[src/rtl/datapath_seq_pkg.sv]
// datapath_seq_pkg: shared types for the sequenced datapath.
//   cmd_kind_t : command kinds (MOVI/MOVR/ALU/CMP/LDM/LDPC, 6/7 reserved)
//   aluop_t    : ALU operations
//   shift_t    : one-bit B-operand shifts
//   state_t    : micro-sequencer states (S_RDAB used only with dual read ports)
//   ctrl_t     : control fields latched at command accept
//   ST_*       : bit positions inside status = {V,N,Z}
package datapath_seq_pkg;

    typedef enum logic [2:0] {
        K_MOVI = 3'd0, K_MOVR = 3'd1, K_ALU  = 3'd2, K_CMP  = 3'd3,
        K_LDM  = 3'd4, K_LDPC = 3'd5, K_RSV6 = 3'd6, K_RSV7 = 3'd7
    } cmd_kind_t;

    typedef enum logic [1:0] {OP_ADD, OP_SUB, OP_AND, OP_MVN} aluop_t;

    typedef enum logic [1:0] {SH_NONE, SH_LSL1, SH_LSR1, SH_ASR1} shift_t;

    typedef enum logic [2:0] {S_IDLE, S_RDA, S_RDB, S_RDAB, S_EXEC, S_WB} state_t;

    typedef struct packed {
        cmd_kind_t kind;
        aluop_t    aluop;
        shift_t    shift;
        logic      bsel;
    } ctrl_t;

    localparam int ST_Z = 0;
    localparam int ST_N = 1;
    localparam int ST_V = 2;

endpackage

[src/rtl/dp_regfile.sv]
// dp_regfile: NREG x DW register file, one write port, NRP read ports
// (1 or 2) and a debug read port. All reads are combinational.
//   clk, reset_n   : clock, async active-low reset (clears every entry)
//   we/waddr/wdata : write port, takes effect at the rising edge
//   raddr/rdata    : NRP packed read ports
//   dbg_raddr/dbg_rdata : debug read port
module dp_regfile #(
    parameter int DW   = 16,
    parameter int NREG = 8,
    parameter int NRP  = 1,
    parameter int RW   = $clog2(NREG)
) (
    input  logic                     clk,
    input  logic                     reset_n,
    input  logic                     we,
    input  logic [RW-1:0]            waddr,
    input  logic [DW-1:0]            wdata,
    input  logic [NRP-1:0][RW-1:0]   raddr,
    output logic [NRP-1:0][DW-1:0]   rdata,
    input  logic [RW-1:0]            dbg_raddr,
    output logic [DW-1:0]            dbg_rdata
);

    logic [NREG-1:0][DW-1:0] mem;

    always_ff @(posedge clk or negedge reset_n) begin
        if (!reset_n)  mem <= '0;
        else if (we)   mem[waddr] <= wdata;
    end

    for (genvar p = 0; p < NRP; p++) begin : g_rd
        assign rdata[p] = mem[raddr[p]];
    end

    assign dbg_rdata = mem[dbg_raddr];

endmodule

[src/rtl/datapath_seq.sv]
// datapath_seq: register file + A/B/C registers + shifter + ALU + status,
// driven by an internal micro-sequencer. One accepted command runs a whole
// instruction (read, execute, writeback).
//   clk, reset_n        : clock, async active-low reset (aborts any command)
//   cmd_valid/cmd_ready : command handshake, ready only in IDLE
//   cmd_kind/aluop/shift/rd/rn/rm/bsel, sximm8, sximm5 : latched at accept
//   mdata, PC           : sampled during the WB cycle
//   datapath_out        : C register
//   status              : {V,N,Z}, updated in EXEC of ALU/CMP only
//   done                : one-cycle pulse in the final cycle of a command
//   dbg_rnum/dbg_rdata  : combinational debug read of the register file
// Build option: DATAPATH_SEQ_DUALREAD_EN gives the register file two read
// ports and merges RDA/RDB into RDAB (ALU 3 cycles, CMP 2 cycles).
module datapath_seq
    import datapath_seq_pkg::*;
#(
    parameter int DW   = 16,
    parameter int NREG = 8,
    parameter int PCW  = 8,
    parameter int RW   = $clog2(NREG)
) (
    input  logic           clk,
    input  logic           reset_n,
    input  logic           cmd_valid,
    output logic           cmd_ready,
    input  logic [2:0]     cmd_kind,
    input  logic [1:0]     cmd_aluop,
    input  logic [1:0]     cmd_shift,
    input  logic [RW-1:0]  cmd_rd,
    input  logic [RW-1:0]  cmd_rn,
    input  logic [RW-1:0]  cmd_rm,
    input  logic           cmd_bsel,
    input  logic [DW-1:0]  sximm8,
    input  logic [DW-1:0]  sximm5,
    input  logic [DW-1:0]  mdata,
    input  logic [PCW-1:0] PC,
    output logic [DW-1:0]  datapath_out,
    output logic [2:0]     status,
    output logic           done,
    input  logic [RW-1:0]  dbg_rnum,
    output logic [DW-1:0]  dbg_rdata
);

`ifdef DATAPATH_SEQ_DUALREAD_EN
    localparam int NRP = 2;
`else
    localparam int NRP = 1;
`endif

    state_t                  state;
    ctrl_t                   ctl;
    logic [RW-1:0]           rd, rn, rm;
    logic [DW-1:0]           imm8, imm5, a_q, b_q, c_q;
    logic [2:0]              st_q;
    logic                    done_q;

    logic [NRP-1:0][RW-1:0]  raddr;
    logic [NRP-1:0][DW-1:0]  rdata;
    logic [DW-1:0]           rd_a, rd_b, wdata;
    logic [DW-1:0]           b_sh, ain, bin, res;
    aluop_t                  op;
    logic                    vflag;

`ifdef DATAPATH_SEQ_DUALREAD_EN
    assign raddr[0] = rn;
    assign raddr[1] = rm;
    assign rd_a     = rdata[0];
    assign rd_b     = rdata[1];
`else
    // Single port is time-shared: Rn during RDA, Rm otherwise.
    assign raddr[0] = (state == S_RDA) ? rn : rm;
    assign rd_a     = rdata[0];
    assign rd_b     = rdata[0];
`endif

    dp_regfile #(.DW(DW), .NREG(NREG), .NRP(NRP), .RW(RW)) u_rf (
        .clk       (clk),
        .reset_n   (reset_n),
        .we        (state == S_WB),
        .waddr     (rd),
        .wdata     (wdata),
        .raddr     (raddr),
        .rdata     (rdata),
        .dbg_raddr (dbg_rnum),
        .dbg_rdata (dbg_rdata)
    );

    // Shifter + ALU. MOVR reuses the adder as 0 + Bin.
    always_comb begin
        b_sh = b_q;
        case (ctl.shift)
            SH_LSL1: b_sh = {b_q[DW-2:0], 1'b0};
            SH_LSR1: b_sh = {1'b0, b_q[DW-1:1]};
            SH_ASR1: b_sh = {b_q[DW-1], b_q[DW-1:1]};
            default: b_sh = b_q;
        endcase
        bin   = ctl.bsel ? imm5 : b_sh;
        ain   = (ctl.kind == K_MOVR) ? '0 : a_q;
        op    = (ctl.kind == K_MOVR) ? OP_ADD : ctl.aluop;
        res   = '0;
        vflag = 1'b0;
        case (op)
            OP_ADD: begin
                res   = ain + bin;
                vflag = (ain[DW-1] == bin[DW-1]) && (res[DW-1] != ain[DW-1]);
            end
            OP_SUB: begin
                res   = ain + ~bin + {{(DW-1){1'b0}}, 1'b1};
                vflag = (ain[DW-1] != bin[DW-1]) && (res[DW-1] != ain[DW-1]);
            end
            OP_AND:  res = ain & bin;
            default: res = ~bin;
        endcase
    end

    always_comb begin
        case (ctl.kind)
            K_MOVI:  wdata = imm8;
            K_LDM:   wdata = mdata;
            K_LDPC:  wdata = DW'(PC);
            default: wdata = c_q;
        endcase
    end

    // done is registered: it is set on the edge entering the final cycle.
    always_ff @(posedge clk or negedge reset_n) begin
        if (!reset_n) begin
            state  <= S_IDLE;
            ctl    <= '0;
            rd     <= '0;
            rn     <= '0;
            rm     <= '0;
            imm8   <= '0;
            imm5   <= '0;
            a_q    <= '0;
            b_q    <= '0;
            c_q    <= '0;
            st_q   <= '0;
            done_q <= 1'b0;
        end else begin
            done_q <= 1'b0;
            case (state)
                S_IDLE: if (cmd_valid) begin
                    ctl  <= '{kind:  cmd_kind_t'(cmd_kind), aluop: aluop_t'(cmd_aluop),
                              shift: shift_t'(cmd_shift),   bsel:  cmd_bsel};
                    rd   <= cmd_rd;
                    rn   <= cmd_rn;
                    rm   <= cmd_rm;
                    imm8 <= sximm8;
                    imm5 <= sximm5;
                    case (cmd_kind_t'(cmd_kind))
                        K_MOVI, K_LDM, K_LDPC: begin
                            state  <= S_WB;
                            done_q <= 1'b1;
                        end
                        K_MOVR: state <= S_RDB;
`ifdef DATAPATH_SEQ_DUALREAD_EN
                        K_ALU, K_CMP: state <= S_RDAB;
`else
                        K_ALU, K_CMP: state <= S_RDA;
`endif
                        default: done_q <= 1'b1;   // reserved: acknowledge only
                    endcase
                end
                S_RDA: begin
                    a_q   <= rd_a;
                    state <= S_RDB;
                end
                S_RDB: begin
                    b_q    <= rd_b;
                    state  <= S_EXEC;
                    done_q <= (ctl.kind == K_CMP);
                end
                S_RDAB: begin
                    a_q    <= rd_a;
                    b_q    <= rd_b;
                    state  <= S_EXEC;
                    done_q <= (ctl.kind == K_CMP);
                end
                S_EXEC: begin
                    c_q <= res;
                    if (ctl.kind == K_ALU || ctl.kind == K_CMP)
                        st_q <= {vflag, res[DW-1], res == '0};
                    if (ctl.kind == K_CMP) begin
                        state <= S_IDLE;
                    end else begin
                        state  <= S_WB;
                        done_q <= 1'b1;
                    end
                end
                default: state <= S_IDLE;   // S_WB: write happens on this edge
            endcase
        end
    end

    assign cmd_ready    = (state == S_IDLE);
    assign datapath_out = c_q;
    assign status       = st_q;
    assign done         = done_q;

endmodule

[config.mk]
export PLATFORM = sky130hd
export DESIGN_NAME = datapath_seq
export DESIGN_NICKNAME = d
export VERILOG_FILES = /design/src/rtl/datapath_seq_pkg.sv /design/src/rtl/dp_regfile.sv /design/src/rtl/datapath_seq.sv
export SDC_FILE = /design/constraint.sdc
export NUM_CORES = 1
export LEC_CHECK = 0
export CAP_MARGIN = 25
export CORE_MARGIN = 10
export CORE_UTILIZATION = 35
export CTS_CLUSTER_SIZE = 30
export DETAILED_ROUTE_END_ITERATION = 10
export PLACE_DENSITY_LB_ADDON = 0.2
export SLEW_MARGIN = 20
export SYNTH_ARGS = -nofsm -noshare
export SYNTH_HDL_FRONTEND = slang
export SYNTH_SLANG_ARGS = --single-unit
[constraint.sdc]
create_clock -name clk -period 5.93 [get_ports clk]
set_clock_uncertainty 0.15 [all_clocks]
set_input_delay 1.779 -clock clk [delete_from_list [all_inputs] [get_ports clk]]
set_output_delay 1.779 -clock clk [all_outputs]
set_load 0.01 [all_outputs]
==> impl_metrics.json <==
{
  "fin_tns_setup_ns": 0,
  "hold_path_depth": 2,
  "crit_type": "input port to primary output",
  "cts-root-buf": "clkbuf_16",
  "ant_nets": 0,
  "slew_headroom_pct": 30.3,
  "area_growth_pct": 19.6,
  "r2r_end": "status[0]",
  "dpl.hpwl_mm": 30.5,
  "crit_path_max_incr_delay_ns": 0.50,
  "fin_util_pct": 42.2,
  "antenna_cells": 0,
  "ys_ff_latch": 232,
  "cts_tree": "yes",
  "gr-total-overflow": 0,
  "num_io_pins": 116,
  "initial_core_util_pct": 35.3,
  "portBuffers": 115,
  "setup_viol": 0,
  "whs_endpoint": "a_q[2]",
  "reg2reg_depth": 14,
  "grt_pass1_vias": 10517,
  "synthFlopType": "dfrtp_1",
  "die_h_um": 218,
  "cts_setup_buffers": 0,
  "timing.rr.start": "ctl[2]",
  "ys_top_cells_by_area": "dfrtp_1 43%, mux2_2 12%, mux4_2 11%",
  "hold_path.class": "flip-flop to flip-flop",
  "row_count": 72,
  "final_cell_mix": "232 x dfrtp_1, 143 x mux2_2, 119 x nand2_1, 113 x clkdlybuf4s50_1, 111 x o21ai_0",
  "drv_slew": 0,
  "yosysSeqAreaShare_pct": 42.5,
  "core-area_sq_mm": 0.0386,
  "post-route-min-period_ns": 5.72,
  "hold_violations": 0,
  "cts_inserted_buffers": 28,
  "yosysWarnings": 0,
  "ctsResizeCount": 0,
  "crit_chain": "clkdlybuf4s50_1 > buf_12 > buf_4 > mux4_2 > mux2_2 > clkdlybuf4s50_1",
  "final_common_cell": "dfrtp_1",
  "regToRegSetupSlack_ns": 0.93,
  "cts.path.max_buffers": 3,
  "yosysTopAreaCell": "dfrtp_1",
  "routed_via_density": 5.61,
  "wl_per_cell_um": 22.6,
  "synthArstFlopShare_pct": 100,
  "synthCells": 1264,
  "globalplace.congestion": 0.891,
  "cp_slowest_cell": "clkdlybuf4s50_1",
  "worstHoldStart": "a_q[2]",
  "fin_nets": 1469,
  "yosys.area.top_type_share_pct": 42.5,
  "die_w_um": 218,
  "syn_avg_cell_area_sq_um": 10.8,
  "syn_area_sq_mm": 0.0137,
  "grt_max_degree": 121,
  "power-per-cell-area_mw_per_mm2": 709,
  "post-route-period-util_pct": 96.5,
  "power.leakage_nw": 6.70,
  "layout-drive-gt1-share_pct": 22.2,
  "hold_buffers": 0,
  "dr.pass1.iters": 8,
  "clk_pin_slew_ns": 0.05,
  "peakVddDrop_v": 0.000246,
  "vias": 10603,
  "synth_cell_type_count": 75,
  "synth-edff-count": 0,
  "clock_latency_ns": 0.54,
  "numClockSinks": 232,
  "rsz0062_at_grt": "no",
  "path_buf_inv": 4,
  "worst_ep_required_time_ns": 4.00,
  "cp-start-kind": "input port",
  "max_slew.worst_pin.slew_ns": 1.05,
  "status": "finished, final reports clean",
  "wirelength_mm": 42.8,
  "maxCapViolCount": 0,
  "drt_first_iter_violations": 876,
  "h-tree-depth": 1,
  "crit_top_cell": "clkdlybuf4s50_1",
  "path_delay_family": "buffers and inverters",
  "drc_errors": 0,
  "path_max_fanout": 21,
  "synth.net_count": 1377,
  "dieArea_sq_mm": 0.0473,
  "grt_usage_pct": 17.9,
  "antenna_found_initial": 0,
  "power_w": 0.0116,
  "grt_first_pass_wirelength_mm": 66.7,
  "cp.arrival_ns": 3.80,
  "max_freq_mhz": 175,
  "endpoint_kind": "primary output"
}
[synth_stat cells (all sizes together) (20+ instances only)]
cell / number
clkbuf: 70
mux4: 64
o21ai: 121
ha: 32
and2: 20
buf: 20
a22oi: 29
a21oi: 71
nor2: 89
mux2i: 43
nand2: 119
mux2: 144
inv: 31
dfrtp: 232
[report_power, final]
part	switching (W)	total, W	internal (W)
sequential	0.000653	0.00297	0.00231
clock	0.000668	0.00162	0.000952
combinational	0.00393	0.00699	0.00306
total	0.00525	0.0116	0.00633
[final cells by class]
| type | instances | area, sq um |
|---|---|---|
| inverter | 32 | 120 |
| multi-input combinational | 910 | 7410 |
| tap | 518 | 648 |
| clock buffer | 40 | 787 |
| sequential | 232 | 5810 |
| clock inverter | 5 | 52.6 |
| fill | 3734 | 22300 |
| timing repair buffer | 152 | 1500 |
[layer usage]
| layer | part of all wire, % | track usage, % | vias up |
|---|---|---|---|
| met5 | 0 | 0 | - |
| met4 | 1.5 | 3.03 | 0 |
| met3 | 5.7 | 2.83 | 49 |
| met2 | 49 | 30.1 | 311 |
| met1 | 44 | 24.0 | 5401 |
| li1 | - | - | 4842 |
[registers in the layout (all words and copies together), names as in the netlist]
name          flops
a_q              16
b_q              16
ctl               8
datapath_out     16
done              1
imm5             16
imm8             16
rd                3
rm                3
rn                3
state             3
status            3
u_rf.mem        128
[tightest hold or removal path: cells and delay by family, from the launching register on]
family	cells	cell delay, ns
simple gates	1	0.04
flops	1	0.33
compound gates	1	0.06
[per-stage QoR]
step	std cells	area (sq um)	worst slack [ns]	hold slack, ns
2_1_floorplan	1264	13700	0.615	0.292
3_3_place_gp	1841	15500	0.228	0.308
3_5_place_dp	1843	15500	0.206	0.314
4_1_cts	1888	16300	0.199	0.327
5_1_grt	1889	16300	0.141	0.353
6_report	1889	16300	0.206	0.322
[cell families (layout without fill, tap and decap cells)]
logic type               after synthesis  after routing  synth area share, %
XOR/XNOR                               9              9                0.577
buffers and inverters                122            229                 3.56
adder cells (fa/ha/maj)               34             34                 3.23
AO/OA/AOI/OAI                        316            316                 14.5
flip-flops                           232            232                 42.5
AND/OR/NAND/NOR                      300            300                 10.0
multiplexers                         251            251                 25.6
[worst max-delay path by stage]
stage,end,start,cells after the start,slack [ns]
floorplan,dbg_rdata[0],dbg_rnum[0],4,0.62
global placement,dbg_rdata[15],dbg_rnum[1],5,0.23
detailed placement,dbg_rdata[3],dbg_rnum[1],6,0.21
CTS,dbg_rdata[3],dbg_rnum[1],6,0.20
global route,dbg_rdata[3],dbg_rnum[1],6,0.14
finish,dbg_rdata[3],dbg_rnum[1],6,0.21
Note: power is estimated with default switching activity, not from simulation.
